**src/rtl/odd_even_sort_engine.sv**
```systemverilog
`default_nettype none
// ============================================================================
// Module      : odd_even_sort_engine
// Description : Iterative odd-even transposition sorter. One compare-exchange
//               slice of NUM_ELEM/2 comparators is applied per clock. Even
//               phases exchange pairs (0,1),(2,3),... and odd phases exchange
//               pairs (1,2),(3,4),... A start/done handshake frames each sort.
//               Optional feature macro: SORT_EARLY_EXIT_EN. When it is
//               defined, the sort stops after two consecutive phases that
//               perform no swap.
// Ports       : i_clk       - clock, rising edge
//               i_rst_n     - asynchronous reset, active low
//               i_start     - load i_data and begin a sort (IDLE or DONE only)
//               i_mode      - 0 ascending, 1 descending (sampled with i_start)
//               i_data      - element k at [k*SIZE_DATA +: SIZE_DATA]
//               o_busy      - high while sorting
//               o_done      - one-cycle pulse, o_data holds the sorted result
//               o_data      - working/result array, same packing as i_data
//               o_phase_cnt - phases executed in the current/last sort
// Revision    : 1.0 - initial release
// ============================================================================
module odd_even_sort_engine #(
  parameter int SIZE_DATA = 8,
  parameter int NUM_ELEM  = 8,
  parameter int CNT_W     = $clog2(NUM_ELEM + 1)
) (
  input  logic                          i_clk,
  input  logic                          i_rst_n,
  input  logic                          i_start,
  input  logic                          i_mode,
  input  logic [NUM_ELEM*SIZE_DATA-1:0] i_data,
  output logic                          o_busy,
  output logic                          o_done,
  output logic [NUM_ELEM*SIZE_DATA-1:0] o_data,
  output logic [CNT_W-1:0]              o_phase_cnt
);

  typedef enum logic [1:0] {
    ST_IDLE = 2'd0,
    ST_SORT = 2'd1,
    ST_DONE = 2'd2
  } state_t;

  state_t r_state;
  state_t w_state_nxt;

  logic [SIZE_DATA-1:0] r_arr     [NUM_ELEM];
  logic [SIZE_DATA-1:0] w_arr_nxt [NUM_ELEM];
  logic                 r_mode;
  logic [CNT_W-1:0]     r_phase_cnt;

  logic [NUM_ELEM-2:0]  w_swap;
  logic                 w_odd_phase;
  logic                 w_load;
  logic                 w_last_phase;
  logic                 w_early_exit;

  assign w_odd_phase  = r_phase_cnt[0];
  assign w_load       = i_start && ((r_state == ST_IDLE) || (r_state == ST_DONE));
  assign w_last_phase = (r_phase_cnt == CNT_W'(NUM_ELEM - 1));

  // One comparator per adjacent position; only those whose left index parity
  // matches the phase parity are enabled, so active pairs never overlap.
  generate
    for (genvar i = 0; i < NUM_ELEM - 1; i++) begin : g_cmp
      localparam logic C_ODD = 1'(i % 2);
      assign w_swap[i] = (w_odd_phase == C_ODD) &&
                         (r_mode ? (r_arr[i] < r_arr[i+1])
                                 : (r_arr[i] > r_arr[i+1]));
    end
  endgenerate

  always_comb begin
    for (int k = 0; k < NUM_ELEM; k++) begin
      w_arr_nxt[k] = r_arr[k];
    end
    for (int k = 0; k < NUM_ELEM - 1; k++) begin
      if (w_swap[k]) begin
        w_arr_nxt[k]   = r_arr[k+1];
        w_arr_nxt[k+1] = r_arr[k];
      end
    end
  end

`ifdef SORT_EARLY_EXIT_EN
  // A clean phase following a clean phase means both parities are already
  // in order, so the whole array is sorted.
  logic r_prev_clean;
  logic w_swap_any;

  assign w_swap_any   = |w_swap;
  assign w_early_exit = (r_phase_cnt != '0) && r_prev_clean && !w_swap_any;

  always_ff @(posedge i_clk or negedge i_rst_n) begin
    if (!i_rst_n) begin
      r_prev_clean <= 1'b0;
    end else if (w_load) begin
      r_prev_clean <= 1'b0;
    end else if (r_state == ST_SORT) begin
      r_prev_clean <= !w_swap_any;
    end
  end
`else
  assign w_early_exit = 1'b0;
`endif

  // State register
  always_ff @(posedge i_clk or negedge i_rst_n) begin
    if (!i_rst_n) begin
      r_state <= ST_IDLE;
    end else begin
      r_state <= w_state_nxt;
    end
  end

  // Next-state logic
  always_comb begin
    w_state_nxt = r_state;
    case (r_state)
      ST_IDLE: begin
        if (i_start) begin
          w_state_nxt = ST_SORT;
        end
      end
      ST_SORT: begin
        if (w_last_phase || w_early_exit) begin
          w_state_nxt = ST_DONE;
        end
      end
      ST_DONE: begin
        if (i_start) begin
          w_state_nxt = ST_SORT;
        end else begin
          w_state_nxt = ST_IDLE;
        end
      end
      default: w_state_nxt = ST_IDLE;
    endcase
  end

  // Working array, latched mode and phase counter
  always_ff @(posedge i_clk or negedge i_rst_n) begin
    if (!i_rst_n) begin
      for (int k = 0; k < NUM_ELEM; k++) begin
        r_arr[k] <= '0;
      end
      r_mode      <= 1'b0;
      r_phase_cnt <= '0;
    end else if (w_load) begin
      for (int k = 0; k < NUM_ELEM; k++) begin
        r_arr[k] <= i_data[k*SIZE_DATA +: SIZE_DATA];
      end
      r_mode      <= i_mode;
      r_phase_cnt <= '0;
    end else if (r_state == ST_SORT) begin
      for (int k = 0; k < NUM_ELEM; k++) begin
        r_arr[k] <= w_arr_nxt[k];
      end
      r_phase_cnt <= r_phase_cnt + CNT_W'(1);
    end
  end

  generate
    for (genvar k = 0; k < NUM_ELEM; k++) begin : g_pack
      assign o_data[k*SIZE_DATA +: SIZE_DATA] = r_arr[k];
    end
  endgenerate

  assign o_busy      = (r_state == ST_SORT);
  assign o_done      = (r_state == ST_DONE);
  assign o_phase_cnt = r_phase_cnt;

endmodule
`default_nettype wire

```
**config.mk**
```make
export PLATFORM = sky130hd
export DESIGN_NAME = odd_even_sort_engine
export DESIGN_NICKNAME = d
export VERILOG_FILES = /design/src/rtl/odd_even_sort_engine.sv
export SDC_FILE = /design/constraint.sdc
export NUM_CORES = 1
export LEC_CHECK = 0
export ABC_AREA = 1
export BUFFER_PORTS_ARGS = -buffer_cell sky130_fd_sc_hd__buf_4
export CELL_PAD_IN_SITES_DETAIL_PLACEMENT = 1
export CELL_PAD_IN_SITES_GLOBAL_PLACEMENT = 2
export CORE_MARGIN = 2
export CORE_UTILIZATION = 30
export CTS_CLUSTER_DIAMETER = 60
export DETAILED_ROUTE_END_ITERATION = 7
export PLACE_DENSITY = 0.85
export SLEW_MARGIN = 40
export SYNTH_ARGS = -nofsm -noshare
export SYNTH_HDL_FRONTEND = slang
export SYNTH_SLANG_ARGS = --single-unit
```
**constraint.sdc**
```tcl
create_clock -name i_clk -period 2.2 [get_ports i_clk]
set_clock_uncertainty 0.2 [all_clocks]
set_input_delay 0.33 -clock i_clk [delete_from_list [all_inputs] [get_ports i_clk]]
set_output_delay 0.33 -clock i_clk [all_outputs]
set_load 0.02 [all_outputs]
```
# Word level (Yosys, flattened, before mapping)
# Index checks and enable logic that the tools add are counted.
[totals]
ff_bits = 71
in_bits = 68
output_inout_bits = 70
elab_cells = 82
[classes]
n_addsub = 1
magnitude_cmp = 14
eq_ne = 5
muxes = 22
bitwise = 1
n_reduce_logical = 28
[op_table]
columns = ["cell", "count"]
rows = [
  ["$mux W64", 2],
  ["$mux W16", 7],
  ["$gt A8 B8 Y1", 7],
  ["$lt A8 B8 Y1", 7],
  ["$reduce_and A2 Y1", 9],
  ["$reduce_bool A3 Y1", 6],
  ["$logic_and A1 B1 Y1", 8],
  ["$mux W1", 8],
  ["$mux W4", 2],
  ["$pmux W2 S3", 1],
  ["$reduce_bool A2 Y1", 3],
  ["$add A4 B1 Y4 const B", 1],
  ["$eq A4 B3 Y1 const B", 1],
  ["$mux W2", 2],
  ["$eq A2 B1 Y1 const B", 1],
  ["$eq A2 B2 Y1 const B", 1],
  ["$logic_not A2 Y1", 1],
  ["$ne A2 B1 Y1 const B", 1],
  ["$ne A2 B2 Y1 const B", 1],
  ["$logic_or A1 B1 Y1", 1],
  ["$not A1 Y1", 1],
]

# Depth between registers and ports, before layout
[depth]
depth_word = 12
depth_mapped = 17
mapped_depth_nobuf = 17

# Least setup slack after synthesis
# OpenSTA, ideal clock, no wires.
[synth_path]
kind = "register -> register"
start = "register r_arr (netlist bit o_data[63])"
end = "register r_arr (netlist bit o_data[56])"
setup_time_ns = 0.120
arrival_time_ns = 1.843
setup_slack_ns = 0.036
stages_incl_launch_ff = 13
path_cell_list = "dfrtp_1 inv_1 ha_1 a21oi_1 o21a_2 nand2_2 nand2_4 nand3_4 nand2_4 nand2_8 buf_12 nor2_2 nor2_2"
[synth_between]
elab_chain_cells = 5
word_cells_on_any_way = 6
cone_classes = "order compare: 2; mux: 1; reduce/logical: 3"
[synth_rtl]
columns = ["item", "line", "source"]
rows = [
  ["from (decl)", "47", "logic [SIZE_DATA-1:0] r_arr [NUM_ELEM];"],
  ["from (signal, indexed assignment)", "151", "r_arr[k] <= i_data[k*SIZE_DATA +: SIZE_DATA];"],
  ["from (signal, indexed assignment)", "157", "r_arr[k] <= w_arr_nxt[k];"],
  ["$gt A8 B8 Y1 / $lt A8 B8 Y1 (equally long branches)", "69, 68", ""],
  ["$mux W1 (*)", "68", "(r_mode ? (r_arr[i] < r_arr[i+1])"],
  ["$logic_and A1 B1 Y1 (*)", "67", "assign w_swap[i] = (w_odd_phase == C_ODD) &&"],
  ["$reduce_bool A2 Y1 (no line) (*)", "n/a", ""],
  ["$reduce_and A2 Y1 (no line) (*)", "n/a", ""],
]
# Mark *: on every way between the ends. The rest lies on a longest branch, timed or not.
# A chain may end at the register's enable or synchronous reset.

# Final worst setup path
[layout_path]
start = "register r_arr (netlist bit o_data[39])"
end = "register r_arr (netlist bit o_data[39])"
[layout_between]
elab_chain_cells = 6
word_cells_on_any_way = 13
cone_classes = "order compare: 4; mux: 5; reduce/logical: 4"
[layout_rtl]
columns = ["item", "line", "source"]
rows = [
  ["$gt A8 B8 Y1 / $lt A8 B8 Y1 (equally long branches)", "69, 68", ""],
  ["$mux W1", "68", ""],
  ["$logic_and A1 B1 Y1", "67", ""],
  ["$mux W16", "78", "if (w_swap[k]) begin"],
  ["$mux W64", "155", "end else if (r_state == ST_SORT) begin"],
  ["$mux W64", "149", "end else if (w_load) begin"],
]
# Several ways; a longest one is shown, not always the timed one. The select of a mux whose other input is x is not followed.

==> results.cfg <==
[status]
outcome = finished with violations
violations = negative setup slack

[setup_path]
cp-start-kind = flip-flop
slowest_stage = dfrtp_1
crit_path_frequent_cell = nand2_1
required_ns = 2.24
setup.worst_path.end_class = flip-flop
rrSetupSlack_ns = -0.12
path_cells = buf_6 -> ha_4 -> a21o_1 -> nor2_4 -> buf_4 -> nand3_2 -> nand4_1 -> nand2_1 -> nand2_1 -> nand2_1 -> nand2_2 -> nand2_1
max_stage_delay_ns = 0.41
criticalPathCategory = reg -> reg
cp_max_fo = 5
critPathArrivalTime_ns = 2.36

[route]
drc = 0
first_pass_iters = 5
via_per_inst = 5.12
vias = 7583
ant_nets = 0
drt_iter0_drc = 343
post_drt_wl_per_cell_um = 19.0
totalWireLength_mm = 28.2

[finish]
area_growth_pct = 60.6
nNetsFinal = 1331
diodes = 0
drive_gt1_share_pct = 45.1

[clock_network]
cts_root_buf = clkbuf_16
clkTransAtPathRegs_ns = 0.06
cts_buffers = 9
insertion_delay_ns = 0.35
cts.sinks = 71
max-clock-path-buffers = 2
cts_tree = done
cts.htree.levels = 3

[timing]
rsz0062_at_grt = true
max_freq_mhz = 431
finalSetupTns_ns = -1.55
tightest_slew_ns = 0.556
setup_viol = 32
period_needed_ns = 2.32
worst_slack_ns = -0.122
relSlewSlack_pct = 62.9
fin_crit_sh_pct = 106
drv_slew = 0
hold_viol = 0
timing.hold.ws_ns = 0.0149

[synthesis]
syn_area_um2 = 6270
yosysWarningCount = 0
synth_xor_area_share_pct = 0
synth_area_leaders = dfrtp_1, nand2_1, ha_1
synth_mux_area_share_pct = 0
syn_inst = 940
seq_area_frac_synth_pct = 28.3
yosysTopAreaCell = dfrtp_1
syn-num-nets = 1065
synthAdderAreaFrac_pct = 11.4
synth-simple-area-share_pct = 42.4
synth_top_family_by_area = simple AND/OR/NAND/NOR gates
synth_compound_area_share_pct = 7.31
syn_avg_cell_area_um2 = 6.67
synth_top_area_share_pct = 28.3
synth.ff_latch_count = 71
ys_types = 34

[min_path]
min_path_type = in -> reg

[global_routing]
grt_overflow_total = 0
grt_max_degree = 35
grt_pass1_wl_mm = 39.4
grt_pass1_vias = 7144
antenna_found_initial = 0
grt_util_all_layers_pct = 22.9

[floorplan]
core_um2 = 20400
die_area_um2 = 22100
die_x_um = 149
start_util_pct = 30.8
ios = 138
die_h_um = 149
rows = 52

[place]
routabilityCongestion = 0.845
place_ws_ns = -0.182
port-buffer-count = 137
dp_hpwl_mm = 19.1

[run]
cap_viol_max_count = 0

[power_and_ir_drop]
power_leakage_uw = 0.00523
powerDensity_nw_per_um2 = 1880
peakVddDrop_mv = 0.758
fin_total_pwr_uw = 18900
-- timing repair --
action,CTS,global route
buffers inserted,6,38
endpoints found under the hold margin,32,0
pin swaps,8,79
resized for setup,49,208
setup endpoints to repair,48,64
gates cloned,1,6
hold buffers,1,0
-- report_power, final --
group          switching, uW  internal (uW)
logic                   8670           5990
clock network            647           1140
registers                589           1860
total                   9910           9000
-- cell type report --
type | instances | area (um^2)
inverter | 119 | 467
tap | 270 | 338
multi-input combinational | 715 | 4690
clock inverter | 3 | 90.1
timing repair buffer | 290 | 2430
sequential | 71 | 1800
fill | 2514 | 10300
clock buffer | 13 | 250
-- logic make-up after synthesis --
kind of cell / count (synthesis)
compound gates: 77
buf+inv: 158
fa+ha+maj: 57
simple gates: 577
flops: 71
-- state kept, by name, summed over array words and instances (netlist names) --
register / count
o_data: 64
o_phase_cnt: 4
r_mode: 1
r_state: 2
-- final timing paths --
path                         endpoint      startpoint  cells past startpoint
min                            r_mode          i_mode                      3
min in group asynchronous  o_data[24]         i_rst_n                      2
max                        o_data[39]      o_data[39]                     12
max in group asynchronous   o_data[6]         i_rst_n                      3
min reg2reg                r_state[1]  o_phase_cnt[3]                      1
max reg2reg                o_data[39]      o_data[39]                     12
-- per-layer routing --
layer	track usage [%]	up-vias	share of wire (%)
met5	0	-	0
met4	7.00	0	2.8
met3	2.33	49	4.3
met2	36.5	214	49
met1	32.8	3695	44
li1	-	3625	-
-- cells in the final DEF (no fill, tap or decap), drive strengths merged --
cell and n:
a21o 5, clkbuf 16, o21a 2, o21ai 29
nand3 71, nor3 1, nand4 81, bufinv 3
dlygate4sd3 1, a31oi 1, dfrtp 71, o211ai 8
a21oi 31, nand2 353, or2 8, nor2 67
inv 119, o21bai 1, buf 286, ha 57
-- critical path, delay by kind of cell, from the launching register on --
| kind | cells | cell delay (ns) |
|---|---|---|
| AND/OR/NAND/NOR | 8 | 0.88 |
| adder cells (fa/ha/maj) | 1 | 0.24 |
| AO/OA/AOI/OAI | 1 | 0.19 |
| flip-flops | 1 | 0.41 |
| buffers and inverters | 2 | 0.29 |
-- per-stage QoR --
| stage | cell area [um^2] | std cells | utilization [%] |
|---|---|---|---|
| after floorplan | 6270 | 940 | - |
| after global placement | 8300 | 1413 | 40.8 |
| after detailed placement | 8300 | 1413 | 40.8 |
| after CTS | 8920 | 1437 | 43.8 |
| after global routing | 10100 | 1481 | 49.4 |
| final | 10100 | 1481 | 49.4 |
-- synthesized netlist by cell type, drive strengths merged --
cell type  number
nor3            1
o21a            2
nand2         351
o211ai          8
dfrtp          71
nand3          69
or2             8
ha             57
nor2           67
clkbuf          6
inv           119
a31oi           1
nand4          81
a21oi          31
buf            33
o21ai          29
o21bai          1
a21o            5
No activity file was read; power rests on OpenSTA's default activity.
